$ cat src/rtl/pipe_pkg.sv
// Shared definitions for the centre-search pipeline.
//   N_SENTINEL    : centre id meaning "no centre found on this lane"
//   STAGE_COLLECT : stage code for the collect phase
//   STAGE_FINISH  : stage code for the finish phase
//   rec_t         : one collected record {lane, id, dnorm}; fields are sized
//                   for the widest supported configuration and narrowed by users
//   state_e       : collector FSM states
//   sat_add16     : 16-bit saturating add used by the hit counter
package pipe_pkg;

  localparam int unsigned N_SENTINEL = 4096;
  localparam logic [2:0]  STAGE_COLLECT = 3'd6;
  localparam logic [2:0]  STAGE_FINISH  = 3'd7;

  localparam int unsigned REC_LANE_W = 8;
  localparam int unsigned REC_DATA_W = 32;

  typedef struct packed {
    logic [REC_LANE_W-1:0] lane;
    logic [REC_DATA_W-1:0] id;
    logic [REC_DATA_W-1:0] dnorm;
  } rec_t;

  typedef enum logic [1:0] {
    ST_IDLE    = 2'd0,
    ST_COLLECT = 2'd1,
    ST_DRAIN   = 2'd2,
    ST_DONE    = 2'd3
  } state_e;

  function automatic logic [15:0] sat_add16(input logic [15:0] a, input logic [15:0] b);
    logic [16:0] sum;
    sum = {1'b0, a} + {1'b0, b};
    if (sum[16]) begin
      return 16'hFFFF;
    end else begin
      return sum[15:0];
    end
  endfunction

endpackage

$ cat src/rtl/multi_push_fifo.sv
// Multi-write, single-read record FIFO.
//   clk, rst_n   : clock and asynchronous active-low reset (pointers only)
//   push_req_i   : per-port write request, ports served in ascending order
//   push_rec_i   : per-port record
//   push_acc_o   : per-port "written" indication (drops are req & ~acc)
//   pop_i        : consumer pop request, ignored while empty
//   empty_o      : no entry stored
//   head_o       : oldest entry, all zeros while empty
module multi_push_fifo
  import pipe_pkg::*;
#(
  parameter int unsigned PARALLEL = 2,
  parameter int unsigned DEPTH    = 8
) (
  input  logic                clk,
  input  logic                rst_n,
  input  logic [PARALLEL-1:0] push_req_i,
  input  rec_t [PARALLEL-1:0] push_rec_i,
  output logic [PARALLEL-1:0] push_acc_o,
  input  logic                pop_i,
  output logic                empty_o,
  output rec_t                head_o
);

  localparam int unsigned AW = $clog2(DEPTH);
  localparam int unsigned PW = AW + 1;

  rec_t          mem_q [DEPTH];
  rec_t          mem_d [DEPTH];
  logic [PW-1:0] wptr_q, wptr_d;
  logic [PW-1:0] rptr_q, rptr_d;
  logic [PW-1:0] occ_s, free_s, wcnt_s, waddr_s;
  logic          full_s, empty_s, pop_s;
  logic [PARALLEL-1:0] acc_s;
  rec_t          head_s;

  // Free space is taken from occupancy before this cycle's pop, so a pop never
  // makes room for a same-cycle push. Accepted pushes pack contiguously.
  always_comb begin
    full_s  = (wptr_q[AW-1:0] == rptr_q[AW-1:0]) && (wptr_q[AW] != rptr_q[AW]);
    empty_s = (wptr_q == rptr_q);
    occ_s   = wptr_q - rptr_q;
    if (full_s) begin
      free_s = '0;
    end else begin
      free_s = PW'(DEPTH) - occ_s;
    end
    mem_d   = mem_q;
    wcnt_s  = '0;
    waddr_s = '0;
    acc_s   = '0;
    for (int k = 0; k < PARALLEL; k++) begin
      if (push_req_i[k] && (wcnt_s < free_s)) begin
        waddr_s = wptr_q + wcnt_s;
        mem_d[waddr_s[AW-1:0]] = push_rec_i[k];
        acc_s[k] = 1'b1;
        wcnt_s   = wcnt_s + PW'(1);
      end else begin
        acc_s[k] = 1'b0;
      end
    end
    wptr_d = wptr_q + wcnt_s;
    pop_s  = pop_i && !empty_s;
    if (pop_s) begin
      rptr_d = rptr_q + PW'(1);
    end else begin
      rptr_d = rptr_q;
    end
    if (empty_s) begin
      head_s = '0;
    end else begin
      head_s = mem_q[rptr_q[AW-1:0]];
    end
  end

  // Storage carries no reset; validity comes from the pointers alone.
  always_ff @(posedge clk) begin
    mem_q <= mem_d;
  end

  // Pointer registers.
  always_ff @(posedge clk or negedge rst_n) begin
    if (!rst_n) begin
      wptr_q <= '0;
      rptr_q <= '0;
    end else begin
      wptr_q <= wptr_d;
      rptr_q <= rptr_d;
    end
  end

  assign push_acc_o = acc_s;
  assign empty_o    = empty_s;
  assign head_o     = head_s;

endmodule

$ cat src/rtl/pipe_stage3_collect.sv
// Stage-3 hit collector: gathers per-lane centre hits during the collect
// phase, queues them as records and streams them to a valid/ready consumer.
//   clk, rst      : clock, asynchronous active-low reset
//   stage         : pipeline stage code (6 collect, 7 finish)
//   center_ids_i  : per-lane centre id, N when the lane has no hit
//   dnorm_i       : per-lane fp16 similarity
//   out_valid/out_ready/out_id/out_dnorm/out_lane : record stream
//   hit_count     : accepted hits this run (saturating)
//   overflow      : sticky, a hit was dropped this run
//   done          : run finished and queue drained
module pipe_stage3_collect
  import pipe_pkg::*;
#(
  parameter int unsigned N        = N_SENTINEL,
  parameter int unsigned WIDTH    = 16,
  parameter int unsigned PARALLEL = 2,
  parameter int unsigned DEPTH    = 8,
  localparam int unsigned LW      = (PARALLEL > 1) ? $clog2(PARALLEL) : 1
) (
  input  logic                           clk,
  input  logic                           rst,
  input  logic [2:0]                     stage,
  input  logic [PARALLEL-1:0][WIDTH-1:0] center_ids_i,
  input  logic [PARALLEL-1:0][WIDTH-1:0] dnorm_i,
  output logic                           out_valid,
  input  logic                           out_ready,
  output logic [WIDTH-1:0]               out_id,
  output logic [WIDTH-1:0]               out_dnorm,
  output logic [LW-1:0]                  out_lane,
  output logic [15:0]                    hit_count,
  output logic                           overflow,
  output logic                           done
);

  state_e              state_q, state_d;
  logic [15:0]         hit_count_q, hit_count_d;
  logic                overflow_q, overflow_d;
  logic [PARALLEL-1:0] hit_req_s, push_acc_s;
  rec_t [PARALLEL-1:0] push_rec_s;
  logic [15:0]         acc_cnt_s;
  logic                dropped_s, empty_s, unused_head_s;
  rec_t                head_s;

  // Hit detection and record formation; lanes are widened into the record.
  always_comb begin
    for (int k = 0; k < PARALLEL; k++) begin
      hit_req_s[k] = (state_q == ST_COLLECT) && (stage == STAGE_COLLECT) &&
                     (center_ids_i[k] != WIDTH'(N));
      push_rec_s[k].lane  = REC_LANE_W'(k);
      push_rec_s[k].id    = REC_DATA_W'(center_ids_i[k]);
      push_rec_s[k].dnorm = REC_DATA_W'(dnorm_i[k]);
    end
  end

  multi_push_fifo #(
    .PARALLEL (PARALLEL),
    .DEPTH    (DEPTH)
  ) u_fifo (
    .clk        (clk),
    .rst_n      (rst),
    .push_req_i (hit_req_s),
    .push_rec_i (push_rec_s),
    .push_acc_o (push_acc_s),
    .pop_i      (out_ready),
    .empty_o    (empty_s),
    .head_o     (head_s)
  );

  // Next-state and counter update logic.
  always_comb begin
    acc_cnt_s = 16'd0;
    for (int k = 0; k < PARALLEL; k++) begin
      acc_cnt_s = acc_cnt_s + {15'd0, push_acc_s[k]};
    end
    dropped_s   = |(hit_req_s & ~push_acc_s);
    state_d     = state_q;
    hit_count_d = hit_count_q;
    overflow_d  = overflow_q;
    case (state_q)
      ST_IDLE: begin
        if (stage == STAGE_COLLECT) begin
          // Fresh run: clear statistics, leave any queued records alone.
          state_d     = ST_COLLECT;
          hit_count_d = 16'd0;
          overflow_d  = 1'b0;
        end else begin
          state_d = ST_IDLE;
        end
      end
      ST_COLLECT: begin
        hit_count_d = sat_add16(hit_count_q, acc_cnt_s);
        overflow_d  = overflow_q | dropped_s;
        if (stage == STAGE_FINISH) begin
          state_d = ST_DRAIN;
        end else if (stage != STAGE_COLLECT) begin
          state_d = ST_IDLE;
        end else begin
          state_d = ST_COLLECT;
        end
      end
      ST_DRAIN: begin
        if (empty_s) begin
          state_d = ST_DONE;
        end else begin
          state_d = ST_DRAIN;
        end
      end
      ST_DONE: begin
        if (stage != STAGE_FINISH) begin
          state_d = ST_IDLE;
        end else begin
          state_d = ST_DONE;
        end
      end
      default: begin
        state_d = ST_IDLE;
      end
    endcase
  end

  // FSM state and run statistics.
  always_ff @(posedge clk or negedge rst) begin
    if (!rst) begin
      state_q     <= ST_IDLE;
      hit_count_q <= 16'd0;
      overflow_q  <= 1'b0;
    end else begin
      state_q     <= state_d;
      hit_count_q <= hit_count_d;
      overflow_q  <= overflow_d;
    end
  end

  // The FIFO already zeroes its head while empty, so outputs read 0 then.
  assign out_valid     = !empty_s;
  assign out_id        = head_s.id[WIDTH-1:0];
  assign out_dnorm     = head_s.dnorm[WIDTH-1:0];
  assign out_lane      = head_s.lane[LW-1:0];
  assign hit_count     = hit_count_q;
  assign overflow      = overflow_q;
  assign done          = (state_q == ST_DONE) && empty_s;
  assign unused_head_s = ^head_s;

endmodule

$ cat config.mk
export PLATFORM = sky130hd
export DESIGN_NAME = pipe_stage3_collect
export DESIGN_NICKNAME = d
export VERILOG_FILES = /design/src/rtl/pipe_pkg.sv /design/src/rtl/multi_push_fifo.sv /design/src/rtl/pipe_stage3_collect.sv
export SDC_FILE = /design/constraint.sdc
export NUM_CORES = 1
export LEC_CHECK = 0
export ABC_CLOCK_PERIOD_IN_PS = 5250
export CAP_MARGIN = 15
export CORE_MARGIN = 10
export CORE_UTILIZATION = 32
export DETAILED_ROUTE_END_ITERATION = 6
export PLACE_DENSITY = 0.5
export SYNTH_ARGS = -nofsm -noshare
export SYNTH_HDL_FRONTEND = slang
export SYNTH_HIERARCHICAL = 1
export SYNTH_SLANG_ARGS = --single-unit
export TNS_END_PERCENT = 20
$ cat constraint.sdc
create_clock -name clk -period 5.25 [get_ports clk]
set_input_delay 1.575 -clock clk [delete_from_list [all_inputs] [get_ports clk]]
set_output_delay 1.575 -clock clk [all_outputs]
set_load 0.1 [all_outputs]
==> reports/qor.txt <==
Maximum VDD drop: 0.000673 V
Final hold slack: 488 ps
RSZ-0062 raised after global routing: no
Post CTS Setup Buffer Count: 0
Commonest cells after routing, fill and taps aside: nand3_1, nor3_1, a31oi_1
Final Hold Fails: 0
Die width: 252 um
Pins Over Slew Limit: 0
Drt initial violations: 2018
Reg clk slew, reported paths: 60 ps
CTS resizes: 0
Ant diodes: 0
R2r worst-path depth: 16
Status: finished clean
Relative slew slack: 29.7%
Final WL: 73700 um
Yosys warning count: 6
Area growth, synth to finish: 17.7%
Max incr delay on CP: 660 ps
Port Buffers: 121
Antenna violations before repair: 0
CP startpoint kind: flip-flop
Total Die Area: 0.0634 mm2
DP Wirelength: 41500 um
Worst-Margin Slew: 1050 ps
Placer Congestion: 0.815
Layout cell share with drive strength beyond 1: 16.5%
# hold bufs at CTS: 0
Crit-path cells: ha_1 > nand4_1 > inv_2 > buf_4 > nor2_1 > buf_4
DR vias/cell: 6.26
Syn Std Cell Area: 0.0172 mm2
CTS buffer count: 37
Ports: 122
Post-route cell area: 0.0202 mm2
Routed Antenna Nets: 0
1st-pass router iterations: 6
Most common cell after layout, fill and taps aside: nand3_1
Via count: 17300
Setup TNS: 0 ps
Setup Viol. Count Final: 0
# DRC: 0
Worst EP required: 3680 ps
Nets: 2140
GRT overflow: 0
Htree depth: 2
Leakage: 7.12 nW
WL/cell: 26.6 um
Hold crit path type: flip-flop to flip-flop
Crit path kind: flip-flop to output pin
Clk_lat worst skew: 580 ps
Synth Area per Inst: 7.94 um2
Max-Cap Viols: 0
Fmax: 206 MHz
Pre-CTS setup slack: 90.7 ps
CTS Sinks: 291
Clk buf depth: 3
Crit. End Element: output pin
Post-layout min period: 4840 ps
Clock Skews: 31.9 ps
FP Rows: 84
Vias in the first global route: 16900
Gr usage total: 22.3%
Cell mode on critical path: buf_4
Cell Pwr Density: 555 mW/mm2
Area of the core: 0.0529 mm2
Initial Utilization: 32.5%
Largest net degree at the start of global routing: 91
Placed cell areas: 0.0190 mm2
Worst path arrival time: 3270 ps
First-pass GRT wire length: 109000 um
Final clock period utilization by the worst path: 92.3%
CTS tree: done
Post-synthesis cell count: 2165
Worst setup margin: 407 ps
Die Ht: 252 um
CP max stage cell: ha_1
Hold path depth: 2
Critical path fanouts, max: 25
Root buffer cell: clkbuf_16
## per-stage QoR
stage                     utilization, %  std cells  total power [W]
after floorplan                        -       2169          0.00736
after global placement              36.0       2705          0.00852
after detailed placement            36.0       2705          0.00861
after CTS                           38.3       2769           0.0112
after global routing                38.3       2769           0.0117
final                               38.3       2769           0.0112
## final timing paths
path	start	end	slack, ps
max	u_fifo/wptr_q[0]$_DFF_PN0_	out_dnorm[1]	410
min	u_fifo/mem_q[289]$_DFF_P_	u_fifo/mem_q[289]$_DFF_P_	490
max reg2reg	u_fifo/wptr_q[2]$_DFF_PN0_	hit_count[0]$_DFFE_PN0P_	810
min reg2reg	u_fifo/mem_q[289]$_DFF_P_	u_fifo/mem_q[289]$_DFF_P_	490
max in group asynchronous	rst	u_fifo/wptr_q[1]$_DFF_PN0_	3530
min in group asynchronous	rst	u_fifo/wptr_q[3]$_DFF_PN0_	1400
## sequential cells by signal, summed over array words and instances (netlist names), named ones only
name	count
state_q	1
u_fifo/mem_q	264
u_fifo/wptr_q	4
u_fifo/rptr_q	4
overflow	1
hit_count	16
## routing by layer
metal	wire length [um]	vias to the layer above	share of wire [%]	track usage (%)
met5	90	-	0.12	1.08
met2	33500	1022	45	35.6
li1	-	7594	-	-
met1	30600	8520	42	29.2
met3	7130	184	9.7	5.05
met4	2390	2	3.2	7.50
## worst max-delay path, delay by kind of cell, from the launching register on
family | cells | cell delay, ps
flip-flops | 1 | 520
adder cells (fa/ha/maj) | 1 | 660
AND/OR/NAND/NOR | 2 | 310
buffers and inverters | 3 | 1190
## where the power goes
part           leakage [nW]  total, W  internal (W)  switching, W
combinational          4.01   0.00559       0.00165       0.00394
clock                 0.594   0.00262       0.00153       0.00108
sequential             2.51   0.00303       0.00273      0.000294
## cell type report
class	instances	area [um2]
timing repair buffer	259	2650
inverter	18	67.6
fill	5378	32600
sequential	291	5970
tap	688	861
clock inverter	10	133
multi-input combinational	1449	9470
clock buffer	54	1080
(Power assumes the default switching activity.)
